==> config.mk <==
export PLATFORM = sky130hd
export DESIGN_NAME = i2c_rx_seq_flat
export DESIGN_NICKNAME = d
export VERILOG_FILES = /design/src/rtl/i2c_rx_seq_if.sv /design/src/rtl/i2c_rx_seq.sv /design/src/flat_wrapper.sv
export SDC_FILE = /design/constraint.sdc
export NUM_CORES = 1
export LEC_CHECK = 0
export BUFFER_PORTS_ARGS = -buffer_cell sky130_fd_sc_hd__buf_2
export CORE_MARGIN = 4
export CORE_UTILIZATION = 40
export DETAILED_ROUTE_END_ITERATION = 6
export PLACE_DENSITY_LB_ADDON = 0.08
export SLEW_MARGIN = 30
export SYNTH_ARGS = -nofsm -noshare
export SYNTH_HDL_FRONTEND = slang
export SYNTH_SLANG_ARGS = --single-unit
==> constraint.sdc <==
create_clock -name clk -period 3.4 [get_ports clk]
set_clock_uncertainty 0.2 [all_clocks]
set_input_delay 0.34 -clock clk [delete_from_list [all_inputs] [get_ports clk]]
set_output_delay 0.34 -clock clk [all_outputs]
set_load 0.03 [all_outputs]
==> src/rtl/i2c_rx_seq_if.sv <==
// Command and byte-stream bundle of the i2c_rx receive sequencer.
// The slave side is the sequencer; the master side is the controller/consumer.
interface i2c_rx_seq_if #(
   parameter int LEN_W = 8
);
   logic             cmd_valid;
   logic             cmd_ready;
   logic [LEN_W-1:0] cmd_len;
   logic [7:0]       m_data;
   logic             m_valid;
   logic             m_ready;
   logic             m_last;

   modport master (
      output cmd_valid, cmd_len, m_ready,
      input  cmd_ready, m_data, m_valid, m_last
   );

   modport slave (
      input  cmd_valid, cmd_len, m_ready,
      output cmd_ready, m_data, m_valid, m_last
   );
endinterface

==> src/rtl/i2c_rx_seq.sv <==
// Receive sequencer for i2c_rx: one command reads cmd_len bytes, decides ACK/NACK
// per byte, and streams the bytes out of a small FIFO tagged with last.
module i2c_rx_seq #(
   parameter int DEPTH = 4,
   parameter int LEN_W = 8
) (
   input  logic            clk,
   input  logic            rst,
   i2c_rx_seq_if.slave     s,
   output logic            rx_en,
   input  logic [7:0]      rx_data,
   input  logic            rx_data_rdy,
   input  logic            rx_ack_en,
   output logic            rx_ack,
   output logic            busy,
   output logic            done,
   output logic            overflow
);
   localparam int PTR_W = $clog2(DEPTH);
   localparam int CNT_W = PTR_W + 1;

   typedef enum logic [1:0] {IDLE, RECV, LAST_ACK, DONE} state_e;

   state_e           state_q, state_d;
   logic [LEN_W-1:0] len_q, len_d;
   logic [LEN_W-1:0] cnt_q, cnt_d;
   logic             ovf_q, ovf_d;
   logic             ack_q, ack_d;
   logic             rdy_prev_q, rdy_prev_d;
   logic             ack_en_prev_q, ack_en_prev_d;
   logic [PTR_W-1:0] wr_ptr_q, wr_ptr_d;
   logic [PTR_W-1:0] rd_ptr_q, rd_ptr_d;
   logic [CNT_W-1:0] count_q, count_d;
   logic [8:0]       mem_q [DEPTH];

   logic capture, full, push, pop, drop, is_last;

   // Full is judged on occupancy before any pop in the same cycle.
   always_comb begin
      capture = (state_q == RECV) && rx_data_rdy && !rdy_prev_q;
      full    = (count_q == CNT_W'(DEPTH));
      push    = capture && !full;
      drop    = capture && full;
      pop     = (count_q != '0) && s.m_ready;
      is_last = (({1'b0, cnt_q} + (LEN_W+1)'(1)) == {1'b0, len_q});
   end

   always_comb begin
      state_d       = state_q;
      len_d         = len_q;
      cnt_d         = cnt_q;
      ovf_d         = ovf_q;
      ack_d         = ack_q;
      rdy_prev_d    = rx_data_rdy;
      ack_en_prev_d = rx_ack_en;
      case (state_q)
         IDLE: begin
            if (s.cmd_valid) begin
               len_d   = s.cmd_len;
               cnt_d   = '0;
               ovf_d   = 1'b0;
               state_d = (s.cmd_len == '0) ? DONE : RECV;
            end
         end
         RECV: begin
            if (capture) begin
               ack_d = drop || is_last;
               if (push) cnt_d = cnt_q + LEN_W'(1);
               if (drop) ovf_d = 1'b1;
               if (drop || is_last) state_d = LAST_ACK;
            end
         end
         LAST_ACK: begin
            if (ack_en_prev_q && !rx_ack_en) state_d = DONE;
         end
         default: state_d = IDLE;
      endcase
   end

   always_comb begin
      wr_ptr_d = wr_ptr_q + PTR_W'(push);
      rd_ptr_d = rd_ptr_q + PTR_W'(pop);
      count_d  = count_q + CNT_W'(push) - CNT_W'(pop);
   end

   always_ff @(posedge clk) begin
      if (rst) begin
         state_q       <= IDLE;
         len_q         <= '0;
         cnt_q         <= '0;
         ovf_q         <= 1'b0;
         ack_q         <= 1'b1;
         rdy_prev_q    <= 1'b1;
         ack_en_prev_q <= 1'b0;
         wr_ptr_q      <= '0;
         rd_ptr_q      <= '0;
         count_q       <= '0;
      end else begin
         state_q       <= state_d;
         len_q         <= len_d;
         cnt_q         <= cnt_d;
         ovf_q         <= ovf_d;
         ack_q         <= ack_d;
         rdy_prev_q    <= rdy_prev_d;
         ack_en_prev_q <= ack_en_prev_d;
         wr_ptr_q      <= wr_ptr_d;
         rd_ptr_q      <= rd_ptr_d;
         count_q       <= count_d;
      end
   end

   // Storage needs no reset: the pointers and count define what is valid.
   always_ff @(posedge clk) begin
      if (push) mem_q[wr_ptr_q] <= {is_last, rx_data};
   end

   always_comb begin
      s.cmd_ready = (state_q == IDLE);
      busy        = (state_q != IDLE);
      done        = (state_q == DONE);
      rx_en       = (state_q == RECV) || (state_q == LAST_ACK);
      rx_ack      = ack_q || (state_q == DONE);
      overflow    = ovf_q;
      s.m_valid   = (count_q != '0);
      s.m_data    = mem_q[rd_ptr_q][7:0];
      s.m_last    = s.m_valid && mem_q[rd_ptr_q][8];
   end
endmodule

==> src/flat_wrapper.sv <==
// flat-port wrapper written by rule: the top's interface ports become plain ports
module i2c_rx_seq_flat 
#(
   parameter int DEPTH = 4,
   parameter int LEN_W = 8
)
  (clk, rst, rx_en, rx_data, rx_data_rdy, rx_ack_en, rx_ack, busy, done, overflow, s_cmd_valid, s_cmd_len, s_m_ready, s_cmd_ready, s_m_data, s_m_valid, s_m_last);
  i2c_rx_seq_if #(.LEN_W(LEN_W)) s_i ();
  input  logic clk;
  input  logic rst;
  output logic rx_en;
  input  logic [7:0] rx_data;
  input  logic rx_data_rdy;
  input  logic rx_ack_en;
  output logic rx_ack;
  output logic busy;
  output logic done;
  output logic overflow;
  input wire logic [$bits(s_i.cmd_valid)-1:0] s_cmd_valid;
  input wire logic [$bits(s_i.cmd_len)-1:0] s_cmd_len;
  input wire logic [$bits(s_i.m_ready)-1:0] s_m_ready;
  output wire logic [$bits(s_i.cmd_ready)-1:0] s_cmd_ready;
  output wire logic [$bits(s_i.m_data)-1:0] s_m_data;
  output wire logic [$bits(s_i.m_valid)-1:0] s_m_valid;
  output wire logic [$bits(s_i.m_last)-1:0] s_m_last;
  assign s_i.cmd_valid = s_cmd_valid;
  assign s_i.cmd_len = s_cmd_len;
  assign s_i.m_ready = s_m_ready;
  assign s_cmd_ready = s_i.cmd_ready;
  assign s_m_data = s_i.m_data;
  assign s_m_valid = s_i.m_valid;
  assign s_m_last = s_i.m_last;
  i2c_rx_seq #(.DEPTH(DEPTH), .LEN_W(LEN_W)) u_core (.clk(clk), .rst(rst), .s(s_i), .rx_en(rx_en), .rx_data(rx_data), .rx_data_rdy(rx_data_rdy), .rx_ack_en(rx_ack_en), .rx_ack(rx_ack), .busy(busy), .done(done), .overflow(overflow));
endmodule
; ---- After elaboration in Yosys (flattened, before gate mapping)
; Memory sizes are Yosys's and may differ from the RTL's. A register that Yosys moved wholly into a read port is not among the register bits.
; Cells that the tools add are included.
[classes]
n_reduce_logical = 23
div = 0
bitwise = 0
shifts = 0
mul = 0
add_sub_neg = 6
mux = 17
n_lt_le_gt_ge = 0
eq_ne = 11
[op_table]
columns = cell, n
row1 = $mux 8, 3
row2 = $pmux 8 s2, 1
row3 = $mux 2, 6
row4 = $reduce_and 4->1, 3
row5 = $add 8x1->9 const B, 1
row6 = $eq 9x8->1, 1
row7 = $add 8x1->8 const B, 1
row8 = $logic_not 8->1, 1
row9 = $ne 2x1->1 const B, 4
row10 = $logic_and 1x1->1, 7
row11 = $pmux 2 s3, 1
row12 = $mux 1, 5
row13 = $add 2x1->2, 2
row14 = $eq 2x2->1 const B, 2
row15 = $ne 2x2->1 const B, 2
row16 = $reduce_and 2->1, 2
row17 = $reduce_bool 2->1, 2
row18 = $add 3x1->3, 1
row19 = $eq 3x3->1 const B, 1
row20 = $logic_not 1->1, 3
row21 = $logic_or 1x1->1, 3
row22 = $reduce_bool 3->1, 1
row23 = $sub 3x1->3, 1
row24 = $eq 2x1->1 const B, 1
row25 = other kinds (2), 2
[totals]
register_bits = 29
memories = 1
word_cells = 68
out_inout_bits = 16
inputBits = 22
latchBits = 0
mem_bits_ro = 0
ram_bits = 36
[memory_table]
columns = memory, words, width, read_ports, rd_clocked_by_memory_dff, wr, line
row1 = u_core.mem_q, 4, 9, 1, 1, 1, i2c_rx_seq.sv:34  ; logic [8:0] mem_q [DEPTH];

; ---- Depth between registers and ports, before layout
[depth]
ltp_word = 8
ltp_mapped = 11
mapped_depth_nobuf = 11

; ---- Worst setup path before layout
; Ideal clock, no wire load.
[synth_timing]
kind = register to register
from = reg u_core.count_q[1]
to = reg u_core.count_q[2]
t_required_ns = 3.072
n_path_buf = 0
slack_ns = 0.792
setup_time_ns = 0.128
period_less_slack_ns = 2.608
arrival_time_ns = 2.281
stages_incl_launch_ff = 11
cell_sequence = dfxtp_1 or3_1 and2_1 ha_1 inv_1 ha_1 inv_1 fa_1 xor2_1 xnor2_1 nor2_1
[synth_via]
word_cells_on_any_way = 7
cone_classes = 2 x add/sub / 1 x eq/ne / 4 x reduce/logical
[synth_rtl]
columns = element, line
row1 = start: declaration, i2c_rx_seq.sv:33  ; logic [CNT_W-1:0] count_q, count_d;
row2 = start signal: assignment, i2c_rx_seq.sv:108  ; count_q <= count_d;
row3 = $reduce_bool 3->1, n/a
row4 = named net s_m_valid, flat_wrapper.sv:24  ; output wire logic [$bits(s_i.m_valid)-1:0] s_m_valid;
row5 = $logic_and 1x1->1, i2c_rx_seq.sv:44  ; pop = (count_q != '0) && s.m_ready;
row6 = $sub 3x1->3, i2c_rx_seq.sv:83  ; count_d = count_q + CNT_W'(push) - CNT_W'(pop);
; The timed path passes the listed nets, and every way through them passes these cells.
; A chain may end at the register's enable or synchronous reset.

==> out/metrics.cfg <==
[critical_path]
slowest_stage=dfxtp_1
endpoint_kind=output pin
path_cells=mux4_2 > and2_1 > buf_2
crit_type=reg -> out
worst_setup_path_start_kind=flop
critical-path-max-stage-delay_ps=770
path_max_fanout=10
required_ps=2860
path_delay_family=flip-flops
cp.arrival_ps=2040
crit_buf_inv=1

[sta]
setup_viol=0
whs_ps=22.5
fin_crit_sh_pct=75.8
setup-tns-final_ps=0
tightest_slew_ps=701
timing.fmax_ghz=0.388
rsz0062_at_grt=false
period_needed_ps=2580
relSlewSlack_pct=53.2
hold_viol=0
slew_viol_final=0

[clock_tree]
clkTransAtPathRegs_ps=70
cts_resized=0
cts_buffers=9
post_cts_buffers=0
clockBufferDepth=2
hold_buffers=0
h-tree-depth=3
cts_sinks=65
cts_tree=yes
clockRootBuffer=clkbuf_8
worstSkewPairLatency_ps=330

[cells_and_area]
antenna_cells=0
fin_area_sq_um=3430
drive_above_1_share_pct=26.1
nNetsFinal=318
syn_to_final_growth_pct=17.7
stdcell_count=387
n_fill_cell=660

[yosys]
synth_compound_area_share_pct=7.89
synth-simple-area-share_pct=14.8
yosysSeqAreaShare_pct=56.9
synth_fa_ha_area_share_pct=4.55
synthMuxAreaShare_pct=8.02
syn-cell-area_sq_um=2920
synthTopCellsByArea=edfxtp_1 (37%), dfxtp_1 (20%), mux4_2 (6.9%)
yosysTopAreaCellShare_pct=37.0
avgSynthCellArea_sq_um=12.0
synth_cell_type_count=44
yosysMostFrequentCell=edfxtp_1
yosysTopAreaCell=edfxtp_1
synthArstFlopShare_pct=0
synth_edf_count=36
synth_top_family_by_area=simple AND/OR/NAND/NOR gates
synth_ff_type=edfxtp_1
synthesis.nets=276
yosys_warnings=0
synth_xor_area_share_pct=4.50
ys_ff_latch=65
synthCells=244
synth_common_cells=edfxtp_1 (36), dfxtp_1 (29), nand2_1 (24)

[power]
comb_power_share_pct=29.4
seqPwrFrac_pct=39.1
ir_worst_vdd_mv=0.350
p_sw_uw=800
cellPowerDensity_nw_per_um2=719
p_int_mw=1.67
switching_share_pct=32.4
power.total_mw=2.47
leakagePower_nw=1.32
p_clk_share_pct=31.5

[route]
viasPerCell=4.81
detail-route-antenna-nets=0
initialDrtViolationCount=44
wl_um=5410
dr.pass1.iters=4
vias=1861
drc=0
wl_per_cell_um=14.0

[grt]
antenna_found_initial=0
grt_pass1_vias=1821
grt-ovfl-total=0
grt_max_degree=31
grt_use_total_pct=13.8
grt_pass1_wl_um=9050

[outcome]
outcome=finished, final reports clean

[die]
initial_core_util_pct=42.0
die_x_um=93.4
num_io_pins=38
row_count=30
dieArea_sq_um=8720
core_region_area_sq_um=6940
die_y_um=93.4

[flow_run]
drv_cap=0

[placement]
io_buffers=37
hpwl_um=3750
place_area_sq_um=3190
place_congestion=0.747
dp.cells=371

[worst_hold_path]
min_path_type=in -> reg

-- cell families after synthesis --
kind of cell               Yosys count
and+or+nand+nor                     85
DFF                                 65
AOI/OAI and AO/OA                   38
buffers and inverters               19
xor gates and xnor gates            15
muxes                               12
adders and majority gates           10
-- worst reg2reg max path, stage by stage, from the launching register on --
cell and delay, ps:
dfxtp_1 350, or3_1 380, and2_1 190, ha_1 290, inv_1 60, ha_1 130, inv_1 50, fa_1 390
xor2_1 200, xnor2_1 150, nor2_1 50
-- through the flow --
| step | setup slack [ps] | utilization (%) |
|---|---|---|
| after floorplan | 792 | - |
| after global placement | 902 | 46.0 |
| after detailed placement | 869 | 46.0 |
| after CTS | 745 | 49.5 |
| after global routing | 676 | 49.5 |
| final | 823 | 49.5 |
-- final cells by class --
class,instances,area [sq um],area share (%)
clock buffer,9,124,3.61
clock inverter,7,119,3.46
inverter,9,33.8,0.984
multi-input combinational,160,1160,33.8
sequential,65,1660,48.4
tap,96,120,3.50
timing repair buffer,41,215,6.27
-- sequential cells by signal (all words and copies together) (netlist names) --
register	cells
u_core.ack_q	1
u_core.count_q	3
u_core.rd_ptr_q	2
u_core.mem_q	36
u_core.rdy_prev_q	1
u_core.len_q	8
u_core.cnt_q	8
u_core.overflow	1
u_core.wr_ptr_q	2
u_core.state_q	2
u_core.ack_en_prev_q	1
-- layer usage --
metal / share of wire [%] / vias up / global-route usage, %
li1: - / 961 / -
met1: 48 / 856 / 17.7
met2: 46 / 36 / 21.4
met3: 4.4 / 8 / 4.02
met4: 1.5 / 0 / 6.23
met5: 0 / - / 0
-- final timing paths --
kind              slack, ps  cells after the start          startpoint            endpoint
hold reg to reg         270                      2     u_core.len_q[2]     u_core.len_q[2]
hold / removal           20                      1          rx_data[2]  u_core.mem_q[0][2]
setup reg to reg        840                     10   u_core.count_q[1]   u_core.count_q[2]
setup / recovery        820                      3  u_core.rd_ptr_q[0]            s_m_last
-- cells in the final DEF, fill, tap and decap left out, types with 3 or more instances in the layout --
master,instances
nor3_1,5
ha_1,9
nand3_1,3
buf_2,37
nand2b_1,5
nor2b_1,6
and2_1,3
clkbuf_8,9
xor2_1,7
o21ai_0,10
and3_1,3
mux4_2,9
edfxtp_1,36
inv_1,9
xnor2_1,8
a21oi_1,17
nor4_1,4
nor2_1,18
dfxtp_1,29
nand2_1,24
bufinv_16,3
buf_4,4
-- power groups by stage --
stage / Combinational (mW) / Clock [mW] / Sequential [mW]
after floorplan: 0.608 / 0 / 0.939
after global placement: 0.732 / 0 / 0.986
after detailed placement: 0.732 / 0 / 0.987
after CTS: 0.737 / 0.802 / 0.969
after global routing: 0.801 / 0.840 / 0.980
final: 0.726 / 0.778 / 0.966
(Power assumes the default switching activity.)
